`config.mk`:
```
export PLATFORM = sky130hd
export DESIGN_NAME = mc_fifomem
export DESIGN_NICKNAME = d
export VERILOG_FILES = /design/src/rtl/fifo_pkg.sv /design/src/rtl/mc_fifo_chctl.sv /design/src/rtl/mc_fifomem.sv
export SDC_FILE = /design/constraint.sdc
export NUM_CORES = 1
export LEC_CHECK = 0
export ABC_AREA = 1
export CORE_ASPECT_RATIO = 1.2
export CORE_MARGIN = 4
export CORE_UTILIZATION = 45
export DETAILED_ROUTE_END_ITERATION = 16
export GPL_TIMING_DRIVEN = 0
export PLACE_DENSITY = 0.64
export REMOVE_ABC_BUFFERS = 1
export SLEW_MARGIN = 20
export SYNTH_ARGS = -nofsm -noshare
export SYNTH_HDL_FRONTEND = slang
export SYNTH_SLANG_ARGS = --single-unit
```
`constraint.sdc`:
```
create_clock -name clk -period 3.36 [get_ports clk]
set_clock_uncertainty 0.2 [all_clocks]
set_input_delay 0.672 -clock clk [delete_from_list [all_inputs] [get_ports clk]]
set_output_delay 0.672 -clock clk [all_outputs]
set_load 0.05 [all_outputs]
```
`src/rtl/fifo_pkg.sv`:
```
// fifo_pkg: shared definitions for the multi-channel FIFO storage block.
//   ch_width()  - channel-index width, never narrower than one bit
//   FT_TRUE     - parameter value that selects first-word-fall-through reads
//   ch_stat_t   - per-channel pointer/status bundle exported by mc_fifo_chctl
package fifo_pkg;

   localparam string FT_TRUE   = "TRUE";

   // Pointers are carried zero-extended to a fixed width so one struct type
   // serves every ADDRSIZE; users take the low ADDRSIZE(+1) bits.
   localparam int    PTR_MAX_W = 17;

   typedef struct packed {
      logic [PTR_MAX_W-1:0] wptr;
      logic [PTR_MAX_W-1:0] rptr;
      logic                 full;
      logic                 empty;
   } ch_stat_t;

   function automatic int ch_width(input int num_ch);
      int w;
      w = $clog2(num_ch);
      if (w < 1) begin
         return 1;
      end else begin
         return w;
      end
   endfunction

endpackage

```
`src/rtl/mc_fifo_chctl.sv`:
```
// mc_fifo_chctl: pointer, occupancy, flag and sticky-error state of one channel.
//   wr_req/rd_req - requests already decoded for this channel
//   flush         - synchronous clear of both pointers, suppresses requests
//   err_clr       - clears sticky errors (a same-cycle new error wins)
//   wr_acc/rd_acc - request accepted this cycle (memory write / pop)
//   count_o, almost_full_o, ovf_err_o, udf_err_o, stat_o - channel status
module mc_fifo_chctl
   import fifo_pkg::*;
#(
   parameter int ADDRSIZE = 4,
   parameter int AF_THR   = (1 << ADDRSIZE) - 1
) (
   input  logic                clk,
   input  logic                rst_n,
   input  logic                wr_req,
   input  logic                rd_req,
   input  logic                flush,
   input  logic                err_clr,
   output logic                wr_acc,
   output logic                rd_acc,
   output logic [ADDRSIZE:0]   count_o,
   output logic                almost_full_o,
   output logic                ovf_err_o,
   output logic                udf_err_o,
   output ch_stat_t            stat_o
);

   localparam int            PW      = ADDRSIZE + 1;
   localparam logic [PW-1:0] DEPTH_P = PW'(1 << ADDRSIZE);
   localparam logic [PW-1:0] AF_P    = PW'(AF_THR);

   logic [PW-1:0] wptr_q, wptr_d;
   logic [PW-1:0] rptr_q, rptr_d;
   logic          ovf_q, ovf_d;
   logic          udf_q, udf_d;
   logic [PW-1:0] cnt_s;
   logic          full_s, empty_s;
   logic          ovf_set_s, udf_set_s;

   // The extra pointer bit distinguishes full from empty; count wraps mod 2^PW.
   assign cnt_s   = wptr_q - rptr_q;
   assign full_s  = (cnt_s == DEPTH_P);
   assign empty_s = (cnt_s == {PW{1'b0}});

   // Acceptance and errors use registered state only, so a same-cycle pop
   // never makes room for a write and a same-cycle write never feeds a pop.
   assign wr_acc    = wr_req & ~full_s  & ~flush;
   assign rd_acc    = rd_req & ~empty_s & ~flush;
   assign ovf_set_s = wr_req &  full_s  & ~flush;
   assign udf_set_s = rd_req &  empty_s & ~flush;

   // Next-state for pointers and sticky error flags.
   always_comb begin
      wptr_d = wptr_q;
      rptr_d = rptr_q;
      if (flush) begin
         wptr_d = {PW{1'b0}};
         rptr_d = {PW{1'b0}};
      end else begin
         if (wr_acc) begin
            wptr_d = wptr_q + PW'(1);
         end else begin
            wptr_d = wptr_q;
         end
         if (rd_acc) begin
            rptr_d = rptr_q + PW'(1);
         end else begin
            rptr_d = rptr_q;
         end
      end
      ovf_d = ovf_set_s | (ovf_q & ~err_clr);
      udf_d = udf_set_s | (udf_q & ~err_clr);
   end

   // Channel state registers.
   always_ff @(posedge clk or negedge rst_n) begin
      if (!rst_n) begin
         wptr_q <= {PW{1'b0}};
         rptr_q <= {PW{1'b0}};
         ovf_q  <= 1'b0;
         udf_q  <= 1'b0;
      end else begin
         wptr_q <= wptr_d;
         rptr_q <= rptr_d;
         ovf_q  <= ovf_d;
         udf_q  <= udf_d;
      end
   end

   assign count_o       = cnt_s;
   assign almost_full_o = (cnt_s >= AF_P);
   assign ovf_err_o     = ovf_q;
   assign udf_err_o     = udf_q;
   assign stat_o.wptr   = PTR_MAX_W'(wptr_q);
   assign stat_o.rptr   = PTR_MAX_W'(rptr_q);
   assign stat_o.full   = full_s;
   assign stat_o.empty  = empty_s;

endmodule

```
`src/rtl/mc_fifomem.sv`:
```
// mc_fifomem: NUM_CH logical FIFOs sharing one memory array; channel c owns
// words {c, 0..DEPTH-1}.
//   wr_en/wr_ch/wr_data - push;   rd_en/rd_ch - pop, result on rd_data/rd_valid
//   flush[c]            - synchronous per-channel clear
//   err_clr             - clears ovf_err/udf_err
//   full/empty/almost_full/count - per-channel status (count packed, ADDRSIZE+1 each)
// FALLTHROUGH == "TRUE": rd_data/rd_valid show the head of rd_ch combinationally.
// Otherwise rd_data/rd_valid are registered one cycle after an accepted pop.
module mc_fifomem
   import fifo_pkg::*;
#(
   parameter int    DATASIZE    = 8,
   parameter int    ADDRSIZE    = 4,
   parameter int    NUM_CH      = 4,
   parameter string FALLTHROUGH = "TRUE",
   parameter int    AF_THR      = (1 << ADDRSIZE) - 1,
   localparam int   CHW         = ch_width(NUM_CH)
) (
   input  logic                           clk,
   input  logic                           rst_n,
   input  logic                           wr_en,
   input  logic [CHW-1:0]                 wr_ch,
   input  logic [DATASIZE-1:0]            wr_data,
   input  logic                           rd_en,
   input  logic [CHW-1:0]                 rd_ch,
   output logic [DATASIZE-1:0]            rd_data,
   output logic                           rd_valid,
   input  logic [NUM_CH-1:0]              flush,
   input  logic                           err_clr,
   output logic [NUM_CH-1:0]              full,
   output logic [NUM_CH-1:0]              empty,
   output logic [NUM_CH-1:0]              almost_full,
   output logic [NUM_CH*(ADDRSIZE+1)-1:0] count,
   output logic [NUM_CH-1:0]              ovf_err,
   output logic [NUM_CH-1:0]              udf_err
);

   localparam int DEPTH = 1 << ADDRSIZE;
   localparam int PW    = ADDRSIZE + 1;
   localparam int AW    = CHW + ADDRSIZE;

   logic [DATASIZE-1:0] mem_q [NUM_CH*DEPTH];

   ch_stat_t            stat_s [NUM_CH];
   logic [NUM_CH-1:0]   wr_acc_s, rd_acc_s;
   logic                wr_ch_ok_s, rd_ch_ok_s;
   logic [CHW-1:0]      wr_idx_s, rd_idx_s;
   logic [AW-1:0]       wr_addr_s, rd_addr_s;
   logic [DATASIZE-1:0] head_data_s;

   // Out-of-range channel indices (non-power-of-2 NUM_CH) are ignored entirely.
   assign wr_ch_ok_s = (32'(wr_ch) < NUM_CH);
   assign rd_ch_ok_s = (32'(rd_ch) < NUM_CH);

   // Safe array indices: an out-of-range channel is steered to channel 0,
   // whose requests are already masked off by the decode below.
   always_comb begin
      if (wr_ch_ok_s) begin
         wr_idx_s = wr_ch;
      end else begin
         wr_idx_s = {CHW{1'b0}};
      end
      if (rd_ch_ok_s) begin
         rd_idx_s = rd_ch;
      end else begin
         rd_idx_s = {CHW{1'b0}};
      end
   end

   for (genvar c = 0; c < NUM_CH; c++) begin : g_ch
      mc_fifo_chctl #(
         .ADDRSIZE (ADDRSIZE),
         .AF_THR   (AF_THR)
      ) u_chctl (
         .clk           (clk),
         .rst_n         (rst_n),
         .wr_req        (wr_en & wr_ch_ok_s & (wr_ch == CHW'(c))),
         .rd_req        (rd_en & rd_ch_ok_s & (rd_ch == CHW'(c))),
         .flush         (flush[c]),
         .err_clr       (err_clr),
         .wr_acc        (wr_acc_s[c]),
         .rd_acc        (rd_acc_s[c]),
         .count_o       (count[c*PW +: PW]),
         .almost_full_o (almost_full[c]),
         .ovf_err_o     (ovf_err[c]),
         .udf_err_o     (udf_err[c]),
         .stat_o        (stat_s[c])
      );
      assign full[c]  = stat_s[c].full;
      assign empty[c] = stat_s[c].empty;
   end

   assign wr_addr_s   = {wr_idx_s, stat_s[wr_idx_s].wptr[ADDRSIZE-1:0]};
   assign rd_addr_s   = {rd_idx_s, stat_s[rd_idx_s].rptr[ADDRSIZE-1:0]};
   assign head_data_s = mem_q[rd_addr_s];

   // Storage array; deliberately not reset, contents survive rst_n and flush.
   always_ff @(posedge clk) begin
      if (|wr_acc_s) begin
         mem_q[wr_addr_s] <= wr_data;
      end
   end

   if (FALLTHROUGH == FT_TRUE) begin : g_ft
      assign rd_data  = head_data_s;
      assign rd_valid = rd_ch_ok_s & ~stat_s[rd_idx_s].empty;
   end else begin : g_reg
      logic [DATASIZE-1:0] rd_data_q, rd_data_d;
      logic                rd_valid_q, rd_valid_d;

      // Capture the head on an accepted pop; otherwise hold data, drop valid.
      always_comb begin
         if (|rd_acc_s) begin
            rd_data_d  = head_data_s;
            rd_valid_d = 1'b1;
         end else begin
            rd_data_d  = rd_data_q;
            rd_valid_d = 1'b0;
         end
      end

      // Registered read port.
      always_ff @(posedge clk or negedge rst_n) begin
         if (!rst_n) begin
            rd_data_q  <= {DATASIZE{1'b0}};
            rd_valid_q <= 1'b0;
         end else begin
            rd_data_q  <= rd_data_d;
            rd_valid_q <= rd_valid_d;
         end
      end

      assign rd_data  = rd_data_q;
      assign rd_valid = rd_valid_q;
   end

endmodule

```
==> reports/qor.yml, run 1 <==
outcome: "finished with violations"
violations: "negative setup slack"
p_int_uw: 11700
worst_slew_pin_slew_ns: 0.915
grtUsageTotal_pct: 25.2
share_comb_of_total_power_pct: 16.1
grt_remaining_overflow: 0
drt_iter0_drc: 2284
synth_area_leaders: "edfxtp_1, nand3_1, nand2_1"
synthAdderAreaFrac_pct: 1.44
gp_congestion: 0.855
synth-seq-cells: 560
maxCapViolCount: 0
clock-root-buffer: "clkbuf_16"
min_period_over_period_pct: 112
area_delta_synth_final_pct: 28.9
portBuffers: 69
ir_worst_vdd_uv: 400
cts_tree: "built"
r2r_cells: 15
synth.avg_cell_area_um2: 10.3
endpoint_kind: "output pin"
viasPerCell: 6.01
die_area_mm2: 0.0625
path_clk_slew_ns: 0.06
cts.sinks: 560
grt_start_max_net_pins: 65
netSwitchingFraction_pct: 26.9
arrival_ns: 2.88
power.net_switching_uw: 4310
synthFlopType: "edfxtp_1"
core-area_mm2: 0.0575
layout_setup_ws_ns: -0.397
core.rowCount: 96
startpoint_type: "flip-flop"
fmax_mhz: 266
fin_cells: 3491
finalWirelength_mm: 87.7
place_area_mm2: 0.0277
synth_xor_area_share_pct: 0.831
relSlewSlack_pct: 38.9
finalSetupTns_ns: -8.43
grt_pass1_wl_mm: 121
antenna_found_initial: 1
io_pins: 70
cp.required_ns: 2.49
layout.nets: 2762
synth_edf_count: 512
drive_gt1_share_pct: 24.5
place_inst: 3213
seq_power_share_pct: 47.7
holdPathStages: 2
crit_path_end: "rd_data[7]"
clockBufferDepth: 3
power_frac_clock_pct: 36.2
setup_viol: 100
whs_ns: 0.338
fillCellCount: 4283
slew_viol_final: 0
route.detailed.drc: 0
final_area_mm2: 0.0339
critPathKind: "reg2out"
ys_types: 28
synth.area.mux_share_pct: 0
grt_pass1_vias: 19800
synth_top_area_share_pct: 58.4
htreeDepth: 2
cp-startpoint: "g_ch[3].u_chctl.rptr_q[0]"
avgRoutedWirePerCell_um: 25.1
first_pass_iters: 7
reg2reg_slack_ns: 0.02
dpl.hpwl_mm: 38.9
critical_path.max_fanout: 12
fin_total_pwr_uw: 16000
fin_crit_ns: 3.76
ant_nets: 0
cts_buffers: 52
synth_top_family_by_area: "simple AND/OR/NAND/NOR gates"
netlist_area_mm2: 0.0263
initial_core_util_pct: 45.8
die_x_um: 229
ys_seq_area_share_pct: 62.9
synthSimpleGateAreaFrac_pct: 25.7
synth_warnings: 0
worst_r2r_endpoint: "mem_q[19][4]"
rsz0062_at_grt: "yes"
vias: 21000
hold_class: "reg2reg"
p_per_area_mw_per_mm2: 472
async_flop_share_pct: 8.57
dieHeight_um: 273
synthCells: 2557
regToRegStartpoint: "g_ch[0].u_chctl.rptr_q[0]"
clkLatencyLatePin_ns: 0.58
synth-compound-area-share_pct: 1.42
p_leak_uw: 0.0139
synth_area_leader_cell: "edfxtp_1"
hold_viol: 0
## kinds of logic after synthesis
kind of cell    after synthesis
buf+inv                     453
flops                       560
simple gates               1422
fa+ha+maj                    28
xor+xnor                     25
compound gates               69
## worst min path at each step
stage / start / endpoint / slack [ns]
after global placement: g_ch[1].u_chctl.ovf_err_o / g_ch[1].u_chctl.ovf_err_o / 0.32
after floorplan: rst_n / g_ch[0].u_chctl.ovf_err_o / 0.18
final: g_ch[0].u_chctl.udf_err_o / g_ch[0].u_chctl.udf_err_o / 0.34
after detailed placement: g_ch[1].u_chctl.ovf_err_o / g_ch[1].u_chctl.ovf_err_o / 0.32
after CTS: g_ch[0].u_chctl.udf_err_o / g_ch[0].u_chctl.udf_err_o / 0.34
after global routing: g_ch[0].u_chctl.udf_err_o / g_ch[0].u_chctl.udf_err_o / 0.35
## layout make-up
cell class / count / area (um^2) / share of cell area (%)
well taps: 735 / 920 / 2.71
clock buffers: 76 / 1490 / 4.40
inverters: 286 / 1110 / 3.29
diodes: 1 / 2.50 / 0.00737
repair inverters: 3 / 57.6 / 0.170
flip-flops and latches: 560 / 16600 / 48.9
clock inverters: 20 / 149 / 0.439
multi-input cells: 1562 / 10100 / 29.7
repair buffers: 248 / 3520 / 10.4
## synthesized netlist by cell type, types with 2 or more instances
cell and instances:
nor3_1 72, clkbuf_1 12, nand2_1 610, dfrtp_1 48, fa_1 4, xor2_1 14, nor3_2 8, inv_2 4
inv_1 278, o22ai_1 9, o31ai_1 5, nand3_1 514, nor2_1 45, buf_4 31, xnor2_1 11, nand3b_1 167
nor2_4 2, clkinv_1 4, o21ai_0 37, ha_1 24, edfxtp_1 512, buf_6 7, nand2_2 3, buf_2 117
a21oi_1 16
## state kept, by name, summed over array words and instances (netlist names)
| signal | flops |
|---|---|
| g_ch.u_chctl.ovf_err_o | 4 |
| mem_q | 512 |
| g_ch.u_chctl.udf_err_o | 4 |
| g_ch.u_chctl.wptr_q | 20 |
| g_ch.u_chctl.rptr_q | 20 |
## layout by cell type (no fill, tap or decap), types with 9 or more instances in the layout
cell type / count
nor2_1: 38
buf_4: 99
dfrtp_1: 39
o21ai_0: 33
nand3b_1: 167
nand3_2: 115
edfxtp_1: 512
clkinv_1: 11
nand2_8: 15
nand2_2: 78
nand3_1: 386
inv_1: 259
dfrtp_2: 9
nor3_4: 66
nor3_1: 12
inv_2: 19
buf_12: 31
nand3_4: 13
ha_1: 21
buf_6: 12
nand2_4: 29
clkbuf_1: 16
buf_8: 14
buf_16: 32
a21oi_1: 16
clkbuf_16: 73
nand2_1: 508
xor2_1: 10
clkdlybuf4s50_1: 21
## per-layer routing
| metal | vias to the layer above | part of all wire, % | GRT usage [%] |
|---|---|---|---|
| li1 | 9091 | - | - |
| met1 | 10100 | 35 | 32.4 |
| met2 | 1472 | 47 | 41.9 |
| met3 | 338 | 12 | 4.82 |
| met4 | 0 | 6.3 | 11.3 |
| met5 | - | 0 | 0 |
## power groups by stage
stage | sequential (uW) | clock, uW | combinational [uW]
after floorplan | 7800 | 0 | 984
after global placement | 7810 | 0 | 1700
after detailed placement | 7790 | 0 | 1720
after CTS | 7640 | 5800 | 2210
after global routing | 7640 | 6120 | 2680
final | 7640 | 5800 | 2580
## timing repair
action	4_1_cts	5_1_grt
setup endpoints to repair	549	522
pin swaps	81	114
hold buffers	1	0
cloned	38	27
hold endpoints to repair	48	0
resized for setup	493	212
buffers inserted	92	27
## stage by stage
stage	worst slack (ns)	utilization, %
3_5_place_dp	-2.85	48.2
5_1_grt	-0.461	59.0
3_3_place_gp	-12.28	46.9
2_1_floorplan	-4.84	-
6_report	-0.397	59.0
4_1_cts	-0.344	56.2
## critical path, stage by stage, from the launching register on
cell and delay [ns]:
dfrtp_2 0.46, nand2_2 0.11, nand2_4 0.08, nand2_8 0.09, buf_16 0.17, nand2_8 0.12, buf_8 0.16, buf_16 0.15
nand2_1 0.06, nand3_1 0.08, nand3_1 0.10, nand3_1 0.11, nand2_2 0.11, nand2_2 0.07, nand2_2 0.11, inv_2 0.05
nand2_4 0.09, buf_8 0.15
Power figures use the tool's default switching activity.
==> run 2: changes to the inputs <==
- ABC_AREA: 1 -> not set
==> reports/qor.yml, run 2 <==
regArea_mm2: 0.0166
grt_pass1_wl_mm: 99.1
min_period_over_period_pct: 135
ys_types: 59
netlist_area_mm2: 0.0246
synth.area.mux_share_pct: 11.2
seq_power_share_pct: 51.2
die_area_mm2: 0.0585
netSwitchingFraction_pct: 23.7
synth.avg_cell_area_um2: 15.2
first_pass_iters: 5
p_leak_uw: 0.0101
outcome: "finished with violations"
ir_worst_vdd_uv: 375
synth-compound-area-share_pct: 9.10
cts.sinks: 560
synth.most_common_cell: "edfxtp_1"
cts_tree: "built"
layout.nets: 1895
synthTopCellsByCount: "edfxtp_1, mux2i_1, nand2_1, a21oi_1, a211oi_1"
gp_congestion: 0.848
multiInputGateArea_mm2: 0.00924
endpoint_kind: "output pin"
grt_pass1_vias: 15700
core-area_mm2: 0.0539
synth-seq-cells: 560
fmax_mhz: 220
setup_viol: 545
place_area_mm2: 0.0265
power.net_switching_uw: 3550
synth_area_leaders: "edfxtp_1, mux2i_1, dfrtp_1"
p_int_uw: 11400
die_x_um: 221
area_delta_synth_final_pct: 29.8
clkLatencyLatePin_ns: 0.62
largest_reg_flops: 512
synth_top_area_share_pct: 62.5
final_cell_mix: "edfxtp_1, buf_4, mux2i_1"
largest-register: "mem_q"
io_pins: 70
grt_start_max_net_pins: 49
whs_ns: 0.277
reg.largest.list: "mem_q: 512 flops, g_ch.u_chctl.rptr_q: 20 flops, g_ch.u_chctl.wptr_q: 20 flops"
viasPerCell: 6.17
finalWirelength_mm: 70.3
rsz0062_at_grt: "yes"
critical_path.max_fanout: 12
htreeDepth: 2
violations: "negative setup slack"
synthCells: 1616
maxCapViolCount: 0
fin_cells: 2601
synth_warnings: 0
layout_setup_ws_ns: -1.19
dpl.hpwl_mm: 38.3
synth_edf_count: 512
synth_top_family_by_area: "multiplexers"
async_flop_share_pct: 8.57
grt_remaining_overflow: 0
initial_core_util_pct: 45.6
cp.required_ns: 2.49
synth_area_leader_cell: "edfxtp_1"
fin_total_pwr_uw: 14900
vias: 16100
ys_seq_area_share_pct: 67.4
synthSimpleGateAreaFrac_pct: 6.51
synth_xor_area_share_pct: 0.428
drt_iter0_drc: 1686
avgRoutedWirePerCell_um: 27.0
antenna_found_initial: 1
dieHeight_um: 264
place_inst: 2338
grtUsageTotal_pct: 22.1
p_per_area_mw_per_mm2: 468
hold_viol: 0
cts_buffers: 56
synthFlopType: "edfxtp_1"
critPathKind: "reg2out"
ant_nets: 0
power_frac_clock_pct: 39.4
hold_class: "in2reg"
route.detailed.drc: 0
worst_slew_pin_slew_ns: 1.17
startpoint_type: "flip-flop"
layout_commonest_cell: "edfxtp_1"
clock-root-buffer: "clkbuf_16"
slew_viol_final: 0
arrival_ns: 3.67
core.rowCount: 93
relSlewSlack_pct: 22.0
antenna_cells: 0
synthAdderAreaFrac_pct: 1.55
final_area_mm2: 0.0319
clockBufferDepth: 3
path_clk_slew_ns: 0.06
fillCellCount: 3819
fin_crit_ns: 4.55
portBuffers: 69
fin_util_pct: 59.2
drive_gt1_share_pct: 34.4
share_comb_of_total_power_pct: 9.5
-- run 2: changes by cell type in the layout (fill, tap and decap cells not counted), sizes merged, moves of 53 or more --
cell    previous run  this run
a21oi             16        73
nand2            630        81
nand3            514        24
nor3              80        22
inv              284        66
mux2i              0       131
buf              191       244
nand3b           167         2
a211oi             0        66
-- run 2: final cells by class --
type	count	share of cell area (%)
Clock buffer	72	4.58
Clock inverter	29	0.678
Inverter	64	0.768
Multi-Input combinational cell	878	29.0
Sequential cell	560	52.0
Tap cell	712	2.79
Timing Repair Buffer	286	10.2
-- run 2: final timing paths --
check	endpoint	from	depth (start not counted)	slack [ns]
max in group asynchronous	g_ch[2].u_chctl.rptr_q[0]	rst_n	2	2.03
hold reg to reg	g_ch[1].u_chctl.udf_err_o	g_ch[1].u_chctl.udf_err_o	2	0.34
setup reg to reg	mem_q[39][5]	g_ch[2].u_chctl.rptr_q[0]	15	-0.50
hold / removal	mem_q[27][7]	wr_data[7]	1	0.28
min in group asynchronous	g_ch[0].u_chctl.ovf_err_o	rst_n	2	0.42
setup / recovery	rd_data[6]	g_ch[3].u_chctl.rptr_q[2]	8	-1.19
-- run 2: worst max-delay path, cell delays in order (launching register included) --
cell and delay, ns:
dfrtp_2 0.49, mux4_4 0.78, buf_4 0.21, nor2_4 0.38, a21oi_1 0.14, a221oi_2 0.32, nor3_4 0.09, nor4_4 0.42
buf_6 0.22
-- run 2: what timing repair did --
item,4_1_cts,5_1_grt
hold buffers,1,0
hold endpoints to repair,48,0
buffers inserted,66,76
endpoints found under the setup margin,542,551
gates cloned,18,8
pin swaps,49,63
gates resized for setup,358,216
-- run 2: stage by stage --
stage / worst slack (ns) / TNS (ns)
2_1_floorplan: -4.50 / -2139.11
3_3_place_gp: -7.69 / -2138.18
3_5_place_dp: -3.66 / -739.70
4_1_cts: -1.24 / -181.97
5_1_grt: -1.27 / -228.06
6_report: -1.19 / -179.60
-- run 2: power groups by stage --
stage / sequential (uW) / clock, uW / combinational (uW)
floorplan: 7800 / 0 / 538
global placement: 7810 / 0 / 948
global route: 7640 / 6230 / 1480
detailed placement: 7790 / 0 / 1020
CTS: 7640 / 5930 / 1200
finish: 7640 / 5880 / 1410
-- run 2: logic make-up (layout without fill, tap and decap cells) --
logic type / after synthesis / count (layout)
flops: 560 / 560
compound gates: 314 / 314
fa+ha+maj: 28 / 28
simple gates: 308 / 309
xor+xnor: 12 / 12
mux: 210 / 215
buf+inv: 184 / 451
-- run 2: routing by layer --
layer / track usage [%] / wire length [um]
met2: 37.7 / 35600
met5: 0 / 0
met1: 28.8 / 26700
met4: 7.10 / 2350
met3: 4.33 / 5590
